## src/rtl/pwm_duty_capture.sv

```systemverilog
// pwm_duty_capture: measures period and active time of a PWM pin in clk
// cycles and converts them to a DUTY_BITS-wide intensity code
// (round-half-up, computed by a 1-bit-per-cycle restoring divider).
// Optional build macro: PWM_CAP_GLITCH_EN enables a GLITCH_CYCLES stability
// filter on the synchronised input. Without it, act is the synced level.
module pwm_duty_capture #(
  parameter int CNT_W         = 16,
  parameter int DUTY_BITS     = 4,
  parameter int ACTIVE_LOW    = 1,
  parameter int GLITCH_CYCLES = 4
) (
  input  logic                 clk,
  input  logic                 rst_n,
  input  logic                 pwm_in,
  output logic [DUTY_BITS-1:0] duty,
  output logic [CNT_W-1:0]     period,
  output logic [CNT_W-1:0]     on_time,
  output logic                 valid,
  output logic                 stuck,
  output logic                 overrun
);

  localparam int NUM_W  = CNT_W + DUTY_BITS;
  localparam int DCNT_W = $clog2(NUM_W + 1);
  localparam logic [CNT_W-1:0]     CNT_MAX = '1;
  localparam logic [DUTY_BITS-1:0] MAXD    = '1;
  // act level implied by the synchroniser's reset value of 0
  localparam logic ACT_RST = (ACTIVE_LOW != 0);

  localparam logic [1:0] S_IDLE  = 2'd0;
  localparam logic [1:0] S_ON    = 2'd1;
  localparam logic [1:0] S_OFF   = 2'd2;
  localparam logic [1:0] S_STUCK = 2'd3;

  if (GLITCH_CYCLES < 1) begin : g_bad_glitch
    $error("GLITCH_CYCLES must be at least 1");
  end

  logic sync1_q, sync2_q, act_raw, act, act_q, rise, fall;
  logic [1:0] state_q, state_d;
  logic [CNT_W-1:0] per_cnt_q, per_cnt_d, on_cnt_q, on_cnt_d, on_lat_q, on_lat_d;
  logic [CNT_W-1:0] per_inc, on_inc;
  logic close, enter_stuck, stuck_clr;

  logic                 busy_q, div_done, ge;
  logic [DCNT_W-1:0]    dcnt_q;
  logic [CNT_W-1:0]     rem_q, rem_nx, den_q, mon_q;
  logic [CNT_W:0]       rem_sh;
  logic [NUM_W-1:0]     quo_q, quo_nx, num;
  logic [DUTY_BITS-1:0] duty_res;

  logic [DUTY_BITS-1:0] duty_q;
  logic [CNT_W-1:0]     period_q, on_time_q;
  logic                 valid_q, stuck_q, overrun_q;

  // Two-flop synchroniser for the asynchronous pin
  always_ff @(posedge clk or negedge rst_n) begin
    if (!rst_n) begin
      sync1_q <= 1'b0;
      sync2_q <= 1'b0;
    end else begin
      sync1_q <= pwm_in;
      sync2_q <= sync1_q;
    end
  end

  assign act_raw = sync2_q ^ ACT_RST;

`ifdef PWM_CAP_GLITCH_EN
  localparam int GW = $clog2(GLITCH_CYCLES + 1);
  logic [GW-1:0] gcnt_q;
  logic          flt_q;

  // Accept a new level only after it has held GLITCH_CYCLES cycles
  always_ff @(posedge clk or negedge rst_n) begin
    if (!rst_n) begin
      flt_q  <= ACT_RST;
      gcnt_q <= '0;
    end else if (act_raw == flt_q) begin
      gcnt_q <= '0;
    end else if (gcnt_q == GW'(GLITCH_CYCLES - 1)) begin
      flt_q  <= act_raw;
      gcnt_q <= '0;
    end else begin
      gcnt_q <= gcnt_q + GW'(1);
    end
  end

  assign act = flt_q;
`else
  assign act = act_raw;
`endif

  // Previous act level for edge detection
  always_ff @(posedge clk or negedge rst_n) begin
    if (!rst_n) act_q <= ACT_RST;
    else        act_q <= act;
  end

  assign rise    = act & ~act_q;
  assign fall    = ~act & act_q;
  assign per_inc = (per_cnt_q == CNT_MAX) ? per_cnt_q : per_cnt_q + CNT_W'(1);
  assign on_inc  = (on_cnt_q == CNT_MAX) ? on_cnt_q : on_cnt_q + CNT_W'(1);

  // Measurement FSM; edges are tested before timeouts so an edge wins.
  // In IDLE per_cnt doubles as the no-edge timer.
  always_comb begin
    state_d     = state_q;
    per_cnt_d   = per_cnt_q;
    on_cnt_d    = on_cnt_q;
    on_lat_d    = on_lat_q;
    close       = 1'b0;
    enter_stuck = 1'b0;
    stuck_clr   = 1'b0;
    case (state_q)
      S_IDLE: begin
        if (rise) begin
          state_d   = S_ON;
          per_cnt_d = CNT_W'(1);
          on_cnt_d  = CNT_W'(1);
        end else if (fall) begin
          per_cnt_d = '0;
        end else begin
          per_cnt_d = per_inc;
          if (per_cnt_q == CNT_MAX) begin
            state_d     = S_STUCK;
            enter_stuck = 1'b1;
          end
        end
      end
      S_ON: begin
        if (fall) begin
          on_lat_d  = on_cnt_q;
          per_cnt_d = per_inc;
          state_d   = S_OFF;
        end else if (per_cnt_q == CNT_MAX) begin
          state_d     = S_STUCK;
          enter_stuck = 1'b1;
        end else begin
          per_cnt_d = per_inc;
          on_cnt_d  = on_inc;
        end
      end
      S_OFF: begin
        if (rise) begin
          close     = 1'b1;
          per_cnt_d = CNT_W'(1);
          on_cnt_d  = CNT_W'(1);
          state_d   = S_ON;
        end else if (per_cnt_q == CNT_MAX) begin
          state_d     = S_STUCK;
          enter_stuck = 1'b1;
        end else begin
          per_cnt_d = per_inc;
        end
      end
      default: begin
        if (rise) begin
          state_d   = S_ON;
          per_cnt_d = CNT_W'(1);
          on_cnt_d  = CNT_W'(1);
          stuck_clr = 1'b1;
        end else if (fall) begin
          state_d   = S_IDLE;
          per_cnt_d = '0;
          stuck_clr = 1'b1;
        end
      end
    endcase
  end

  // FSM and counter registers
  always_ff @(posedge clk or negedge rst_n) begin
    if (!rst_n) begin
      state_q   <= S_IDLE;
      per_cnt_q <= '0;
      on_cnt_q  <= '0;
      on_lat_q  <= '0;
    end else begin
      state_q   <= state_d;
      per_cnt_q <= per_cnt_d;
      on_cnt_q  <= on_cnt_d;
      on_lat_q  <= on_lat_d;
    end
  end

  // Rounding term period/2 folded into the numerator up front
  assign num = NUM_W'(on_lat_q) * NUM_W'(MAXD) + NUM_W'(per_cnt_q >> 1);

  // One restoring-division step per cycle
  always_comb begin
    rem_sh   = {rem_q, quo_q[NUM_W-1]};
    ge       = (rem_sh >= {1'b0, den_q});
    rem_nx   = ge ? CNT_W'(rem_sh - {1'b0, den_q}) : rem_sh[CNT_W-1:0];
    quo_nx   = {quo_q[NUM_W-2:0], ge};
    duty_res = (quo_nx > NUM_W'(MAXD)) ? MAXD : quo_nx[DUTY_BITS-1:0];
  end

  assign div_done = busy_q && (dcnt_q == DCNT_W'(1));

  // Divider: loads on a closing edge when idle, runs NUM_W steps
  always_ff @(posedge clk or negedge rst_n) begin
    if (!rst_n) begin
      busy_q <= 1'b0;
      dcnt_q <= '0;
      rem_q  <= '0;
      quo_q  <= '0;
      den_q  <= '0;
      mon_q  <= '0;
    end else if (close && !busy_q) begin
      busy_q <= 1'b1;
      dcnt_q <= DCNT_W'(NUM_W);
      rem_q  <= '0;
      quo_q  <= num;
      den_q  <= per_cnt_q;
      mon_q  <= on_lat_q;
    end else if (busy_q) begin
      rem_q  <= rem_nx;
      quo_q  <= quo_nx;
      dcnt_q <= dcnt_q - DCNT_W'(1);
      if (div_done) busy_q <= 1'b0;
    end
  end

  // Output registers: timeout report, division result, sticky overrun
  always_ff @(posedge clk or negedge rst_n) begin
    if (!rst_n) begin
      duty_q    <= '0;
      period_q  <= '0;
      on_time_q <= '0;
      valid_q   <= 1'b0;
      stuck_q   <= 1'b0;
      overrun_q <= 1'b0;
    end else begin
      valid_q <= 1'b0;
      if (close && busy_q) overrun_q <= 1'b1;
      if (enter_stuck) begin
        period_q  <= '0;
        on_time_q <= '0;
        duty_q    <= act ? MAXD : '0;
        stuck_q   <= 1'b1;
        valid_q   <= 1'b1;
      end else if (div_done) begin
        duty_q    <= duty_res;
        period_q  <= den_q;
        on_time_q <= mon_q;
        valid_q   <= 1'b1;
      end
      if (stuck_clr) stuck_q <= 1'b0;
    end
  end

  assign duty    = duty_q;
  assign period  = period_q;
  assign on_time = on_time_q;
  assign valid   = valid_q;
  assign stuck   = stuck_q;
  assign overrun = overrun_q;

endmodule

```

## config.mk

```make
export PLATFORM = sky130hd
export DESIGN_NAME = pwm_duty_capture
export DESIGN_NICKNAME = d
export VERILOG_FILES = /design/src/rtl/pwm_duty_capture.sv
export SDC_FILE = /design/constraint.sdc
export NUM_CORES = 1
export LEC_CHECK = 0
export ABC_AREA = 1
export CAP_MARGIN = 15
export CORE_ASPECT_RATIO = 0.5
export CORE_MARGIN = 8
export CORE_UTILIZATION = 39
export CTS_CLUSTER_DIAMETER = 30
export DETAILED_ROUTE_END_ITERATION = 6
export SYNTH_ARGS = -nofsm -noshare
export SYNTH_HDL_FRONTEND = slang
export SYNTH_SLANG_ARGS = --single-unit
```

## constraint.sdc

```tcl
create_clock -name clk -period 4 [get_ports clk]
set_input_delay 0.8 -clock clk [delete_from_list [all_inputs] [get_ports clk]]
set_output_delay 0.8 -clock clk [all_outputs]
set_load 0.1 [all_outputs]
```

# After elaboration in Yosys (flattened, before gate mapping)

Cells that the tools add are included.

Register bits: 166
Bits in latches: 0
Bits in writable memories: 0
ROM bits: 0
Input port bits: 3
Output and inout bits: 39
Logic and storage cells: 108
Memories kept: 0

Add/subtract/negate cells: 5
$mul: 1
Divide/modulo/power cells: 0
Magnitude comparators: 2
Equal/unequal tests: 9
Shifts and indexed selects: 0
Multiplexer cells: 54
Bitwise logic cells: 4
Reduce and logical (&&, ||, !) cells: 14

Operators with widths:

| cell                                                            | number |
|---|---|
| two-way mux 16 bit                                              | 20 |
| one-hot mux 16 bit (3 select lines)                             | 1 |
| two-way mux 20 bit                                              | 2 |
| adder 16 x 1 -> 16 bit (second input constant)                  | 2 |
| equality test 16 bit (second input constant)                    | 2 |
| adder 20 x 15 -> 20 bit                                         | 1 |
| greater-than comparator 20 x 4 -> 1 bit (second input constant) | 1 |
| multiplier 16 x 4 -> 20 bit (second input constant)             | 1 |
| >= comparator 17 x 16 -> 1 bit                                  | 1 |
| two-way mux 1 bit                                               | 16 |
| two-way mux 4 bit                                               | 4 |
| subtractor 16 bit                                               | 1 |
| two-way mux 2 bit                                               | 7 |
| two-way mux 5 bit                                               | 2 |
| nonzero test 2 bit                                              | 4 |
| != test 2 bit (second input constant)                           | 3 |
| one-hot mux 2 bit (3 select lines)                              | 1 |
| equality test 5 x 1 -> 1 bit (second input constant)            | 1 |
| nonzero test 5 bit                                              | 1 |
| subtractor 5 x 1 -> 5 bit (second input constant)               | 1 |
| AND reduction 2 bit                                             | 2 |
| AND reduction 4 bit                                             | 1 |
| logical AND 1 bit                                               | 3 |
| != test 3 bit (second input constant)                           | 1 |
| 8 further kinds                                                 | 10 |

# Depth between registers and ports, before layout

Depth in word-level cells: 7
Mapped depth: 20
Gate-level depth less buffers: 20

# Worst setup path before layout

Ideal clock, no wire load.

Path type: register to register
Start point: register on_lat_q[6]
End point: register quo_q[11]
Arrival time: 3330 ps
Data required time: 3873 ps
Slack: 544 ps
Stages on the path, launching flop included: 16
Buffers on the path: 0
Clock period less this slack: 3456 ps
Cells stage by stage: dfrtp_1 inv_1 fa_1 inv_1 fa_1 inv_1 fa_1 inv_1 ha_1 nand2_1 inv_1 a21oi_1 nand3_1 or2_2 a21oi_1 o21ai_0

Cells in the longest elaborated chain, start to end: 3

Ends and longest elaborated chain:

| element                     | RTL line | text |
|---|---|---|
| start, declared             | 41       | `logic [CNT_W-1:0] per_cnt_q, per_cnt_d, on_cnt_q, on_cnt_d, on_lat_q, on_lat_d;` |
| start signal, assigned      | 183      | `on_lat_q <= on_lat_d;` |
| multiplier 16 x 4 -> 20 bit | 188      | `assign num = NUM_W'(on_lat_q) * NUM_W'(MAXD) + NUM_W'(per_cnt_q >> 1);` |
| adder 20 x 15 -> 20 bit     | 188      |  |
| two-way mux 20 bit          | 210      | `end else if (close && !busy_q) begin` |
| end signal, assigned        | 214      | `quo_q <= num;` |
| end signal, assigned        | 219      | `quo_q <= quo_nx;` |
| end, declared               | 49       | `logic [NUM_W-1:0] quo_q, quo_nx, num;` |

Every way passes these cells.
A chain may end at the register's enable or synchronous reset.

# Worst setup path in the final report

Start point: register on_lat_q[8]
End point: register quo_q[16]

Same word-level chain as after synthesis.

==> metrics.yaml <==
port_buffers: 41
grt-ovfl-total: 0
final.min_clock_period_ns: 3.742
maxCapViolCount: 0
layout_commonest_cell: "nand2_1"
fillerInstances: 2783
cp_max_fo: 6
maxSlewViolCount: 0
status: "complete, but fails checks"
rsz0062_at_grt: "no"
layout_common_cells: "nand2_1 (457), inv_1 (230), dfrtp_1 (163)"
numCtsBuffers: 17
route.detailed.drc: 3
leakagePower_nw: 6.299
hold_viol_final: 0
syn_inst: 1475
track_usage_pct: 17.86
dieArea_um2: 34650
setup-violations-final: 0
viasPerCell: 4.950
crit_type: "reg -> reg"
fmax_mhz: 267.2
synth_seq_cells: 166
layout.nets: 1612
worstRegToRegCells: 15
worst_pin_slew_ns: 0.9927
drtPass1Iterations: 7
grt_pass1_vias: 9237
postCtsHoldBufs: 0
root_buffer: "clkbuf_16"
ir_drop_v: 0.0003647
clock-sinks: 166
layout-drive-gt1-share_pct: 6.447
ctsResizeCount: 0
cts_buffer_depth: 2
cts_tree: "built"
synth_seq_area_share_pct: 37.19
violations: "design-rule violations"
grt_max_degree: 69
worstSetupEndpointType: "register"
clk_latency_ns: 0.44
hp-class: "in -> async"
slew_headroom_pct: 33.61
crit_required_ns: 4.34
drtIter0Drc: 783
postRouteAntennaNets: 0
netlist_area_um2: 11170
power_density_nw_per_um2: 577.7
placed_cells: 1871
finalSetupTns_ns: 0
synth_edf_count: 0
finalCritPeriodShare_pct: 93.55
die_y_um: 135.7
wl_per_cell_um: 15.75
area_growth_pct: 12.43
cp_data_arrival_time_ns: 4.08
vias: 9415
die_w_um: 255.4
fin_skew_ns: 0.009540
syn_nets: 1579
synthFlopType: "dfrtp_1"
cts_max_level: 4
ys_types: 42
instances_no_fill: 1902
cts_setup_buffers: 0
synth.avg_cell_area_um2: 7.576
synthArstFlopShare_pct: 100.0
ys.warnings.count: 0
place.detailed.hpwl_um: 22820
grt_pass1_wl_um: 49920
design_area_um2: 12560
path_clk_slew_ns: 0.07
gp_congestion: 0.8957
grt_antenna_before_repair: 0
initial_core_util_pct: 40.02
wl_um: 29960
rows: 43
coreArea_um2: 27920
crit_path_start_kind: "register"
placed_cell_area_um2: 11980
boundaryPins: 42
n_antenna_cell: 0
[sequential cells by signal, indices dropped and copies added, names as in the netlist, 2 cells and up]
register and flops:
rem_q 16, dcnt_q 5, mon_q 16, state_q 2
on_lat_q 16, on_time 16, quo_q 20, per_cnt_q 16
den_q 16, on_cnt_q 16, period 16, duty 4
[critical path, cell delays in order, from the launching register on]
cell and delay [ns]:
dfrtp_1 0.41, inv_1 0.16, fa_1 0.55, inv_1 0.05
fa_1 0.50, inv_1 0.06, fa_1 0.49, inv_1 0.04
ha_1 0.39, nand2_1 0.17, o21ai_0 0.33, a21oi_1 0.14
nand3_1 0.10, nand3_1 0.10, nand2_1 0.09, nand2_1 0.05
[cells in the mapped netlist (4+ instances only)]
cell type  count  share of area [%]
a21oi_1       80                3.6
o221ai_1       4               0.31
o21ai_2        5               0.39
o22ai_1        5               0.28
xor2_1        18                1.4
o211ai_1       4               0.27
or2_2          4               0.22
o21ai_0       82                3.7
inv_1        231                7.8
nor2_2         4               0.22
buf_1          4               0.13
ha_1          58                6.5
inv_2         12               0.40
nand2_1      457                 15
clkbuf_1      17               0.57
nand3b_1      20                1.3
nand4_1       12               0.67
nor3_1        23                1.0
buf_4          6               0.40
dfrtp_1      165                 37
buf_2         12               0.54
nor2_1        62                2.1
nand3_1       89                4.0
nor4_1         8               0.45
xnor2_1       11               0.86
o21ai_1       11               0.49
nand2_2        5               0.28
fa_1          43                7.7
[final timing paths]
path	start	end	slack [ns]
max	on_lat_q[8]$_DFFE_PN0P_	quo_q[16]$_DFFE_PN0P_	0.26
min	rst_n	sync1_q$_DFF_PN0_	0.34
max reg2reg	on_lat_q[8]$_DFFE_PN0P_	quo_q[16]$_DFFE_PN0P_	0.26
min reg2reg	sync1_q$_DFF_PN0_	sync2_q$_DFF_PN0_	0.37
max in group asynchronous	rst_n	on_time[4]$_DFFE_PN0P_	2.76
min in group clk	sync1_q$_DFF_PN0_	sync2_q$_DFF_PN0_	0.37
[where the power goes]
group	switching, W	total (W)	internal [W]	leakage (nW)
clock network	0.000725	0.00162	0.000895	0.277
logic	0.00226	0.00336	0.00110	3.80
registers	0.000285	0.00228	0.00199	2.22
total	0.00327	0.00726	0.00398	6.30
[metrics by stage]
step / worst slack, ns / total power, W / utilization [%] / hold slack [ns]
finish: 0.2580 / 0.007258 / 44.99 / 0.3368
global route: 0.002513 / 0.007874 / 44.99 / 0.3810
CTS: 0.2291 / 0.007303 / 44.95 / 0.3568
detailed placement: 0.2388 / 0.005663 / 42.91 / 0.3388
floorplan: 0.5436 / 0.004845 / - / 0.3312
global placement: 0.2385 / 0.005612 / 42.91 / 0.3332
[metal layers]
| layer | up-vias | share of wire [%] | global-route usage (%) |
|---|---|---|---|
| met5 | - | 0 | 0 |
| met4 | 0 | 1.2 | 4.587 |
| met3 | 25 | 4.4 | 3.459 |
| met2 | 176 | 43 | 27.51 |
| met1 | 4501 | 51 | 25.54 |
| li1 | 4713 | - | - |
[layout make-up]
| class | count | area [um^2] | area share [%] |
|---|---|---|---|
| clock buffer | 19 | 452.9 | 3.605 |
| clock inverter | 12 | 116.4 | 0.9262 |
| inverter | 246 | 928.4 | 7.390 |
| multi-input combinational | 1021 | 5893 | 46.91 |
| sequential | 166 | 4158 | 33.09 |
| tap | 382 | 478.0 | 3.804 |
| timing repair buffer | 56 | 536.8 | 4.272 |
[kinds of logic (layout without fill, tap and decap cells)]
family | count (synthesis) | in the layout | synth area share, %
flip-flops | 166 | 166 | 37.19
adder cells (fa/ha/maj) | 101 | 101 | 14.20
AND/OR/NAND/NOR | 696 | 696 | 26.82
XOR/XNOR | 29 | 29 | 2.273
buffers and inverters | 288 | 333 | 10.26
AO/OA/AOI/OAI | 195 | 195 | 9.271
(Power assumes the default switching activity.)
